$ cat config.mk
export PLATFORM = sky130hd
export DESIGN_NAME = cache_axi_bridge_flat
export DESIGN_NICKNAME = d
export VERILOG_FILES = /design/src/rtl/cache_axi_bridge_if.sv /design/src/rtl/cache_axi_bridge.sv /design/src/flat_wrapper.sv
export SDC_FILE = /design/constraint.sdc
export NUM_CORES = 1
export LEC_CHECK = 0
export BUFFER_PORTS_ARGS = -buffer_cell sky130_fd_sc_hd__buf_2
export CAP_MARGIN = 10
export CELL_PAD_IN_SITES_DETAIL_PLACEMENT = 0
export CELL_PAD_IN_SITES_GLOBAL_PLACEMENT = 1
export CORE_ASPECT_RATIO = 1.1
export CORE_MARGIN = 5
export CORE_UTILIZATION = 39
export DETAILED_ROUTE_END_ITERATION = 8
export MAX_ROUTING_LAYER = met4
export PLACE_DENSITY = 0.73
export SYNTH_ARGS = -nofsm -noshare
export SYNTH_HDL_FRONTEND = slang
export SYNTH_SLANG_ARGS = --single-unit
export TNS_END_PERCENT = 50
$ cat constraint.sdc
create_clock -name clk -period 11.68 [get_ports clk]
set_clock_uncertainty 0.05 [all_clocks]
set_input_delay 0 -clock clk [delete_from_list [all_inputs] [get_ports clk]]
set_output_delay 0 -clock clk [all_outputs]
set_load 0.02 [all_outputs]
$ cat src/rtl/cache_axi_bridge_if.sv
// cache_axi_bridge_if
//   AXI4 read/write channel bundle between the cache refill/writeback bridge
//   and the interconnect. The crossbar wrapper ties the fixed burst attributes
//   (ID=0, LEN=3, SIZE=2, BURST=INCR, WSTRB=4'hF), so they are not carried here.
//   master modport : bridge side (drives AR/AW/W valid+payload, R/B ready)
//   slave modport  : memory/interconnect side
interface cache_axi_bridge_if;
  // AR channel
  logic [31:0] araddr;
  logic        arvalid;
  logic        arready;
  // R channel
  logic [31:0] rdata;
  logic        rlast;
  logic        rvalid;
  logic        rready;
  // AW channel
  logic [31:0] awaddr;
  logic        awvalid;
  logic        awready;
  // W channel
  logic [31:0] wdata;
  logic        wlast;
  logic        wvalid;
  logic        wready;
  // B channel
  logic        bvalid;
  logic        bready;

  modport master (
    output araddr, arvalid, input arready,
    input  rdata, rlast, rvalid, output rready,
    output awaddr, awvalid, input awready,
    output wdata, wlast, wvalid, input wready,
    input  bvalid, output bready
  );

  modport slave (
    input  araddr, arvalid, output arready,
    output rdata, rlast, rvalid, input rready,
    input  awaddr, awvalid, output awready,
    input  wdata, wlast, wvalid, output wready,
    output bvalid, input bready
  );
endinterface

$ cat src/rtl/cache_axi_bridge.sv
// cache_axi_bridge
//   Turns 16-byte cache line refills and dirty-line writebacks into 4-beat
//   32-bit AXI INCR bursts. Read and write engines run independently; a refill
//   that hits the line currently being written back waits until the writeback
//   has been acknowledged.
//   Ports:
//     clk, rst                 : clock (rising edge), async active-high reset
//     rd_req/rd_addr/rd_rdy    : refill request handshake
//     ret_valid/ret_data       : one-cycle refill completion, line held after
//     wr_req/wr_addr/wr_data/wr_rdy : writeback request handshake
//     wr_valid                 : one-cycle writeback acknowledge (B received)
//     axi                      : AXI channel bundle, master side
module cache_axi_bridge (
  input  logic                     clk,
  input  logic                     rst,
  input  logic                     rd_req,
  input  logic [31:0]              rd_addr,
  output logic                     rd_rdy,
  output logic                     ret_valid,
  output logic [127:0]             ret_data,
  input  logic                     wr_req,
  input  logic [31:0]              wr_addr,
  input  logic [127:0]             wr_data,
  output logic                     wr_rdy,
  output logic                     wr_valid,
  cache_axi_bridge_if.master       axi
);

  typedef enum logic [1:0] {R_IDLE, R_AR, R_DATA, R_DONE} r_state_t;
  typedef enum logic [1:0] {W_IDLE, W_AW, W_DATA, W_RESP} w_state_t;

  r_state_t     r_state_q, r_state_d;
  logic [1:0]   rd_cnt_q, rd_cnt_d;
  logic [31:0]  araddr_q, araddr_d;
  logic [127:0] rbuf_q, rbuf_d;
  logic [127:0] ret_data_q, ret_data_d;

  w_state_t     w_state_q, w_state_d;
  logic [1:0]   wr_cnt_q, wr_cnt_d;
  logic [31:0]  awaddr_q, awaddr_d;
  logic [127:0] wline_q, wline_d;

  logic         wr_accept;
  logic         rd_accept;
  logic         hazard;
  logic [31:0]  wword [4];

  // Split the captured writeback line into beat-sized words.
  for (genvar gi = 0; gi < 4; gi++) begin : g_wword
    assign wword[gi] = wline_q[32*gi +: 32];
  end

  assign wr_rdy    = (w_state_q == W_IDLE) & ~rst;
  assign wr_accept = wr_req & wr_rdy;

  // A refill of the line being (or about to be) written back must observe the
  // written data, so it is held off until the writeback completes.
  assign hazard = ((w_state_q != W_IDLE) && (rd_addr[31:4] == awaddr_q[31:4])) ||
                  (wr_accept && (rd_addr[31:4] == wr_addr[31:4]));

  assign rd_rdy    = (r_state_q == R_IDLE) & ~hazard & ~rst;
  assign rd_accept = rd_req & rd_rdy;

  // Cache-side and AXI outputs decoded from registered state.
  assign ret_valid   = (r_state_q == R_DONE);
  assign ret_data    = ret_data_q;
  assign axi.araddr  = araddr_q;
  assign axi.arvalid = (r_state_q == R_AR);
  assign axi.rready  = (r_state_q == R_DATA);

  assign axi.awaddr  = awaddr_q;
  assign axi.awvalid = (w_state_q == W_AW);
  assign axi.wvalid  = (w_state_q == W_DATA);
  assign axi.wdata   = (w_state_q == W_DATA) ? wword[wr_cnt_q] : 32'h0;
  assign axi.wlast   = (w_state_q == W_DATA) && (wr_cnt_q == 2'd3);
  assign axi.bready  = (w_state_q == W_RESP);
  // Acknowledge in the B handshake cycle so the next request lands one cycle later.
  assign wr_valid    = (w_state_q == W_RESP) & axi.bvalid;

  // Read engine
  always_comb begin
    r_state_d  = r_state_q;
    rd_cnt_d   = rd_cnt_q;
    araddr_d   = araddr_q;
    rbuf_d     = rbuf_q;
    ret_data_d = ret_data_q;
    unique case (r_state_q)
      R_IDLE: begin
        if (rd_accept) begin
          araddr_d  = {rd_addr[31:4], 4'b0};
          rd_cnt_d  = 2'd0;
          r_state_d = R_AR;
        end
      end
      R_AR: begin
        if (axi.arready) r_state_d = R_DATA;
      end
      R_DATA: begin
        // Beat count alone ends the burst; an early rlast is not trusted.
        if (axi.rvalid) begin
          rbuf_d[{rd_cnt_q, 5'b0} +: 32] = axi.rdata;
          rd_cnt_d = rd_cnt_q + 2'd1;
          if (rd_cnt_q == 2'd3) begin
            // Publish the whole line at once so ret_data is stable between refills.
            ret_data_d = {axi.rdata, rbuf_q[95:0]};
            r_state_d  = R_DONE;
          end
        end
      end
      R_DONE: r_state_d = R_IDLE;
      default: r_state_d = R_IDLE;
    endcase
  end

  // Write engine
  always_comb begin
    w_state_d = w_state_q;
    wr_cnt_d  = wr_cnt_q;
    awaddr_d  = awaddr_q;
    wline_d   = wline_q;
    unique case (w_state_q)
      W_IDLE: begin
        if (wr_accept) begin
          awaddr_d  = {wr_addr[31:4], 4'b0};
          wline_d   = wr_data;
          wr_cnt_d  = 2'd0;
          w_state_d = W_AW;
        end
      end
      W_AW: begin
        if (axi.awready) w_state_d = W_DATA;
      end
      W_DATA: begin
        if (axi.wready) begin
          wr_cnt_d = wr_cnt_q + 2'd1;
          if (wr_cnt_q == 2'd3) w_state_d = W_RESP;
        end
      end
      W_RESP: begin
        if (axi.bvalid) w_state_d = W_IDLE;
      end
      default: w_state_d = W_IDLE;
    endcase
  end

  always_ff @(posedge clk or posedge rst) begin
    if (rst) begin
      r_state_q  <= R_IDLE;
      rd_cnt_q   <= 2'd0;
      araddr_q   <= 32'h0;
      rbuf_q     <= 128'h0;
      ret_data_q <= 128'h0;
      w_state_q  <= W_IDLE;
      wr_cnt_q   <= 2'd0;
      awaddr_q   <= 32'h0;
      wline_q    <= 128'h0;
    end else begin
      r_state_q  <= r_state_d;
      rd_cnt_q   <= rd_cnt_d;
      araddr_q   <= araddr_d;
      rbuf_q     <= rbuf_d;
      ret_data_q <= ret_data_d;
      w_state_q  <= w_state_d;
      wr_cnt_q   <= wr_cnt_d;
      awaddr_q   <= awaddr_d;
      wline_q    <= wline_d;
    end
  end

endmodule

$ cat src/flat_wrapper.sv
// flat-port wrapper written by rule: the top's interface ports become plain ports
module cache_axi_bridge_flat 
  (clk, rst, rd_req, rd_addr, rd_rdy, ret_valid, ret_data, wr_req, wr_addr, wr_data, wr_rdy, wr_valid, axi_araddr, axi_arvalid, axi_arready, axi_rdata, axi_rlast, axi_rvalid, axi_rready, axi_awaddr, axi_awvalid, axi_awready, axi_wdata, axi_wlast, axi_wvalid, axi_wready, axi_bvalid, axi_bready);
  cache_axi_bridge_if axi_i ();
  input  logic clk;
  input  logic rst;
  input  logic rd_req;
  input  logic [31:0] rd_addr;
  output logic rd_rdy;
  output logic ret_valid;
  output logic [127:0] ret_data;
  input  logic wr_req;
  input  logic [31:0] wr_addr;
  input  logic [127:0] wr_data;
  output logic wr_rdy;
  output logic wr_valid;
  output wire logic [$bits(axi_i.araddr)-1:0] axi_araddr;
  output wire logic [$bits(axi_i.arvalid)-1:0] axi_arvalid;
  input wire logic [$bits(axi_i.arready)-1:0] axi_arready;
  input wire logic [$bits(axi_i.rdata)-1:0] axi_rdata;
  input wire logic [$bits(axi_i.rlast)-1:0] axi_rlast;
  input wire logic [$bits(axi_i.rvalid)-1:0] axi_rvalid;
  output wire logic [$bits(axi_i.rready)-1:0] axi_rready;
  output wire logic [$bits(axi_i.awaddr)-1:0] axi_awaddr;
  output wire logic [$bits(axi_i.awvalid)-1:0] axi_awvalid;
  input wire logic [$bits(axi_i.awready)-1:0] axi_awready;
  output wire logic [$bits(axi_i.wdata)-1:0] axi_wdata;
  output wire logic [$bits(axi_i.wlast)-1:0] axi_wlast;
  output wire logic [$bits(axi_i.wvalid)-1:0] axi_wvalid;
  input wire logic [$bits(axi_i.wready)-1:0] axi_wready;
  input wire logic [$bits(axi_i.bvalid)-1:0] axi_bvalid;
  output wire logic [$bits(axi_i.bready)-1:0] axi_bready;
  assign axi_araddr = axi_i.araddr;
  assign axi_arvalid = axi_i.arvalid;
  assign axi_i.arready = axi_arready;
  assign axi_i.rdata = axi_rdata;
  assign axi_i.rlast = axi_rlast;
  assign axi_i.rvalid = axi_rvalid;
  assign axi_rready = axi_i.rready;
  assign axi_awaddr = axi_i.awaddr;
  assign axi_awvalid = axi_i.awvalid;
  assign axi_i.awready = axi_awready;
  assign axi_wdata = axi_i.wdata;
  assign axi_wlast = axi_i.wlast;
  assign axi_wvalid = axi_i.wvalid;
  assign axi_i.wready = axi_wready;
  assign axi_i.bvalid = axi_bvalid;
  assign axi_bready = axi_i.bready;
  cache_axi_bridge u_core (.clk(clk), .rst(rst), .rd_req(rd_req), .rd_addr(rd_addr), .rd_rdy(rd_rdy), .ret_valid(ret_valid), .ret_data(ret_data), .wr_req(wr_req), .wr_addr(wr_addr), .wr_data(wr_data), .wr_rdy(wr_rdy), .wr_valid(wr_valid), .axi(axi_i));
endmodule
---- Yosys cells after proc, flatten, opt, wreduce, memory -nomap -nowiden ----
Index checks and enable logic that the tools add are counted.
word-level totals
  output and inout bits ................... 234
  bits in registers ....................... 448
  input bits .............................. 234
operators by class
  reductions and logical operators ........ 17
  mux-type cells .......................... 22
  bitwise operators ....................... 9
  add/sub/neg operators ................... 3
  shift-type cells ........................ 2
  order comparisons ....................... 1
  equal/unequal tests ..................... 19
operator list
  operator                                                   number
  bitwise mux 128 bit                                        1
  variable shift 32 x 9 -> 128 bit (first input constant)    1
  indexed part select 32 x 9 -> 128 bit                      1
  2-to-1 mux 32 bit                                          3
  binary-select mux 32 bit (select 2 bit)                    1
  equality test 28 bit                                       2
  2-to-1 mux 2 bit                                           13
  one-hot mux 2 bit (4 select lines)                         2
  != test 2 x 1 -> 1 bit (second input constant)             7
  equality test 2 bit (second input constant)                6
  negator 7 -> 9 bit                                         1
  AND reduction 3 bit                                        3
  one-hot mux 2 bit (2 select lines)                         2
  AND 1 bit                                                  6
  AND reduction 2 bit                                        3
  nonzero test 2 bit                                         3
  AND reduction 5 bit                                        1
  adder 2 x 1 -> 2 bit (second input constant)               2
  equality test 2 x 1 -> 1 bit (second input constant)       2
  zero test 2 bit                                            2
  != test 2 bit (second input constant)                      2
  AND reduction 4 bit                                        1
  greater-or-equal comparator 3 bit (second input constant)  1
  logical AND 1 bit                                          3
  3 further kinds                                            4

---- Depth between registers and ports, before layout ----
  word-level depth ........................ 11
  mapped depth ............................ 10
  mapped depth without buffers ............ 9

---- Worst setup path after synthesis ----
No wires, ideal clock.
  path kind ............................... in2reg
  start ................................... in rst
  end ..................................... reg u_core.araddr_q[31], in the netlist u_core.axi.araddr[31]
  stages on the path ...................... 5
  arrival ................................. 10.762 ns
  data required time ...................... 11.505 ns
  path buffers ............................ 1
  path slack .............................. 0.743 ns
  path through ............................ inv_1 o311ai_4 nor3b_4 buf_6 mux2_4
between the ends
  word-level cells in the longest chain between the ends .. 10
ends and longest elaborated chain
  item                                    RTL line                                        text
  from (decl)                             flat_wrapper.sv:6                               input logic rst;
  NOT 1 bit *                             cache_axi_bridge.sv:53, cache_axi_bridge.sv:61
  AND 1 bit                               cache_axi_bridge.sv:53                          assign wr_rdy = (w_state_q == W_IDLE) & ~rst;
  AND 1 bit                               cache_axi_bridge.sv:54                          assign wr_accept = wr_req & wr_rdy;
  logical AND 1 bit                       cache_axi_bridge.sv:59                          (wr_accept && (rd_addr[31:4] == wr_addr[31:4]));
  logical OR 1 bit                        cache_axi_bridge.sv:58                          assign hazard = ((w_state_q != W_IDLE) && (rd_addr[31:4] == awaddr_q[31:4])) ||
  NOT 1 bit                               cache_axi_bridge.sv:61                          assign rd_rdy = (r_state_q == R_IDLE) & ~hazard & ~rst;
  AND 1 bit                               cache_axi_bridge.sv:61
  AND 1 bit *                             cache_axi_bridge.sv:61
  AND 1 bit *                             cache_axi_bridge.sv:62                          assign rd_accept = rd_req & rd_rdy;
  AND reduction 2 bit (no source line) *  -
  to (signal assigned)                    cache_axi_bridge.sv:160                         araddr_q <= araddr_d;
  to (decl)                               cache_axi_bridge.sv:34                          logic [31:0] araddr_q, araddr_d;
Mark *: on every way between the ends. The rest lies on a longest branch, timed or not.
A chain may end at the register's enable or synchronous reset.

---- Final worst setup path ----
  start ................................... reg u_core.w_state_q[0]
  end ..................................... reg u_core.wline_q[12]
between the ends
  word-level cells in the longest chain between the ends .. 4
ends and longest elaborated chain
  item                                    RTL line                                         text
  from (decl)                             cache_axi_bridge.sv:38                           w_state_t w_state_q, w_state_d;
  from (signal assigned)                  cache_axi_bridge.sv:163                          w_state_q <= w_state_d;
  zero test 2 bit *                       cache_axi_bridge.sv:53, cache_axi_bridge.sv:121
  AND 1 bit                               cache_axi_bridge.sv:53
  AND 1 bit                               cache_axi_bridge.sv:54
  AND reduction 2 bit (no source line) *  -
  to (signal assigned)                    cache_axi_bridge.sv:166                          wline_q <= wline_d;
  to (decl)                               cache_axi_bridge.sv:41                           logic [127:0] wline_q, wline_d;
Marks and branches as above.

==> impl_metrics.json <==
{
  "leakage_uw": 0.0120,
  "place.gp.congestion": 0.828,
  "final_hold_viol_count": 0,
  "nets": 2042,
  "rsz0062_at_grt": "no",
  "drtPass1Iterations": 5,
  "grt_pass1_wl_mm": 77.3,
  "htree_levels": 2,
  "detail_route.wl_per_cell_um": 20.6,
  "maxCapViolCount": 0,
  "port_buffers": 450,
  "ff2ff_path_depth": 6,
  "crit_required_ps": 12060,
  "row_count": 81,
  "syn_area_per_cell_um2": 15.6,
  "clock-sinks": 416,
  "crit_type": "reg2reg",
  "drive_gt1_share_pct": 49.1,
  "drc_errors": 0,
  "status": "finished, final reports clean",
  "drtIter0Drc": 560,
  "grt_max_degree": 181,
  "synth.top_cell.area_share_pct": 60.1,
  "grt_usage_pct": 20.7,
  "dp_hpwl_mm": 33.2,
  "setup_viol_count_final": 0,
  "arrival_ps": 4030,
  "tns_ps": 0,
  "start_util_pct": 39.2,
  "syn_inst": 1112,
  "synth-seq-cells": 416,
  "antenna_found_initial": 2,
  "grt_pass1_vias": 13260,
  "rrSetupSlack_ps": 8030,
  "cts_resized": 0,
  "synth_top_area_cell": "dfrtp_1",
  "cts_tree": "built",
  "overflow": 0,
  "clk_pin_slew_worst_paths_ps": 60,
  "synth_area_um2": 17300,
  "ir_drop_v": 0.000157,
  "cts_setup_buffers": 0,
  "dr_total_vias": 12020,
  "cellPowerDensity_nw_per_um2": 249,
  "ios": 468,
  "cts_buffers": 45,
  "fin_crit_ps": 3650,
  "yosys-top-cells-area": "dfrtp_1, mux2_2, a22o_1",
  "finish.utilization_pct": 54.5,
  "cts_root_buf": "clkbuf_16",
  "n_fill_cell": 3636,
  "finalCritPeriodShare_pct": 31.2,
  "worstPathMaxFanout": 81,
  "fp.coreArea_um2": 44200,
  "syn_to_final_growth_pct": 39.1,
  "worstReg2RegStart": "u_core.w_state_q[0]",
  "setup.worst_path.end_class": "register",
  "clock_path_buffers": 3,
  "via_per_inst": 4.99,
  "worstMarginPinSlew_ps": 1100,
  "ys_warn_count": 0,
  "clk_latency_ps": 570,
  "fp.dieW_um": 211,
  "slew_violations": 0,
  "die_h_um": 231,
  "synth_seq_area_share_pct": 60.1,
  "holdWs_ps": 54.4,
  "fin_ws_ps": 8030,
  "max-slew-margin-rel_pct": 26.8,
  "synth_cell_types": 37,
  "max_freq_ghz": 0.274,
  "dp_worst_setup_slack_ps": 8080,
  "routed_wl_mm": 49.6,
  "hold_class": "in2async",
  "ant_nets": 0,
  "cp-start-kind": "register",
  "r2r-end": "u_core.wline_q[12]",
  "die-area_um2": 48700
}
## synthesized netlist by cell type (all sizes together)
cell    instances
a21boi          1
a21oi           3
a22o           98
and2           34
buf            18
clkbuf         56
conb            1
dfrtp         416
ha             15
inv            13
mux2          313
mux2i           1
mux4           32
nand2          10
nand3           6
nand3b          1
nand4           5
nor2            4
nor2b           1
nor3            2
nor3b           1
nor4           11
nor4b           3
o21ai           5
o221ai          1
o311ai          1
o31ai           1
o32a            3
xnor2          13
xor2           43
## worst max-delay path, cell delays in order, from the launching register on
cell and delay [ps]:
dfrtp_1 400, inv_1 100, ha_1 250, nand3b_1 410
buf_4 920, buf_4 840, mux2_2 420
## routing by layer
layer  share of wire [%]  routed length [um]  GRT usage (%)  up-vias
met5                   0                   0              -        -
met4                 3.0                1470           6.04        0
met3                 8.0                3980           6.37       88
met2                  47               23500           33.1      400
met1                  42               20600           25.5     6151
li1                    -                   -              -     5381
## sequential cells by signal (all words and copies together) (netlist names)
| signal | cells |
|---|---|
| u_core.ret_data | 128 |
| u_core.wline_q | 128 |
| u_core.rbuf_q | 96 |
| u_core.axi.araddr | 28 |
| u_core.axi.awaddr | 28 |
| u_core.r_state_q | 2 |
| u_core.rd_cnt_q | 2 |
| u_core.w_state_q | 2 |
| u_core.wr_cnt_q | 2 |
## kinds of logic (layout without fill, tap and decap cells)
| kind of cell | after synthesis | after routing | synth area share [%] |
|---|---|---|---|
| flip-flops | 416 | 416 | 60.1 |
| multiplexers | 346 | 346 | 25.1 |
| AO/OA/AOI/OAI | 113 | 113 | 5.67 |
| buffers and inverters | 87 | 795 | 2.33 |
| AND/OR/NAND/NOR | 78 | 78 | 2.77 |
| XOR/XNOR | 56 | 56 | 2.83 |
| adder cells (fa/ha/maj) | 15 | 15 | 1.08 |
| other | 1 | 10 | 0.0217 |
## cell type report
class                           instances  area, um2  area share [%]
Antenna cell                            2       5.00          0.0208
Sequential cell                       416      10400            43.2
Clock inverter                         17        268            1.11
Tap cell                              581        727            3.02
Multi-Input combinational cell        616       6560            27.2
Clock buffer                           64       1320            5.47
Timing Repair Buffer                  701       4750            19.7
Inverter                               13       52.6           0.218
## power by group
| part | total [uW] | switching (uW) | leakage, uW | internal [uW] |
|---|---|---|---|---|
| logic | 2100 | 1030 | 0.00582 | 1070 |
| registers | 2380 | 339 | 0.00536 | 2040 |
| clock network | 1500 | 584 | 0.000780 | 920 |
| total | 5990 | 1960 | 0.0120 | 4040 |
## per-stage QoR
stage | area, um2 | power [uW] | std cells
global route | 24100 | 6330 | 2410
finish | 24100 | 5990 | 2410
CTS | 24100 | 6050 | 2408
detailed placement | 20200 | 4420 | 2093
global placement | 20200 | 4360 | 2093
floorplan | 17300 | 3750 | 1119
## how the worst max path moves through the flow
| stage | from | endpoint | slack (ps) | cells past startpoint |
|---|---|---|---|---|
| after CTS | u_core.w_state_q[0] | u_core.wline_q[76] | 8070 | 6 |
| final | u_core.w_state_q[0] | u_core.wline_q[12] | 8030 | 6 |
| after detailed placement | u_core.w_state_q[0] | u_core.wline_q[76] | 8080 | 6 |
| after global routing | u_core.w_state_q[0] | u_core.w_state_q[1] | 7830 | 10 |
| after global placement | u_core.w_state_q[0] | u_core.wline_q[72] | 8130 | 6 |
| after floorplan | rst | u_core.r_state_q[1] | 4120 | 5 |
## repair_timing
action,CTS,global route
endpoints found under the hold margin,343,0
hold buffers,234,0
endpoints found under the setup margin,0,0
## cell usage in the layout (no fill, tap or decap), types with 12 or more instances in the layout
cell / synthesis / layout
xnor2_1: 13 / 13
mux4_2: 32 / 32
dfrtp_1: 416 / 415
mux2_2: 287 / 287
buf_4: 8 / 15
and2_1: 34 / 34
mux2_4: 26 / 26
buf_2: 5 / 450
xor2_1: 43 / 43
clkbuf_16: 0 / 45
dlygate4sd3_1: 0 / 234
ha_1: 15 / 14
a22o_1: 98 / 98
inv_1: 13 / 12
clkbuf_8: 0 / 12
No activity file was read; power rests on OpenSTA's default activity.
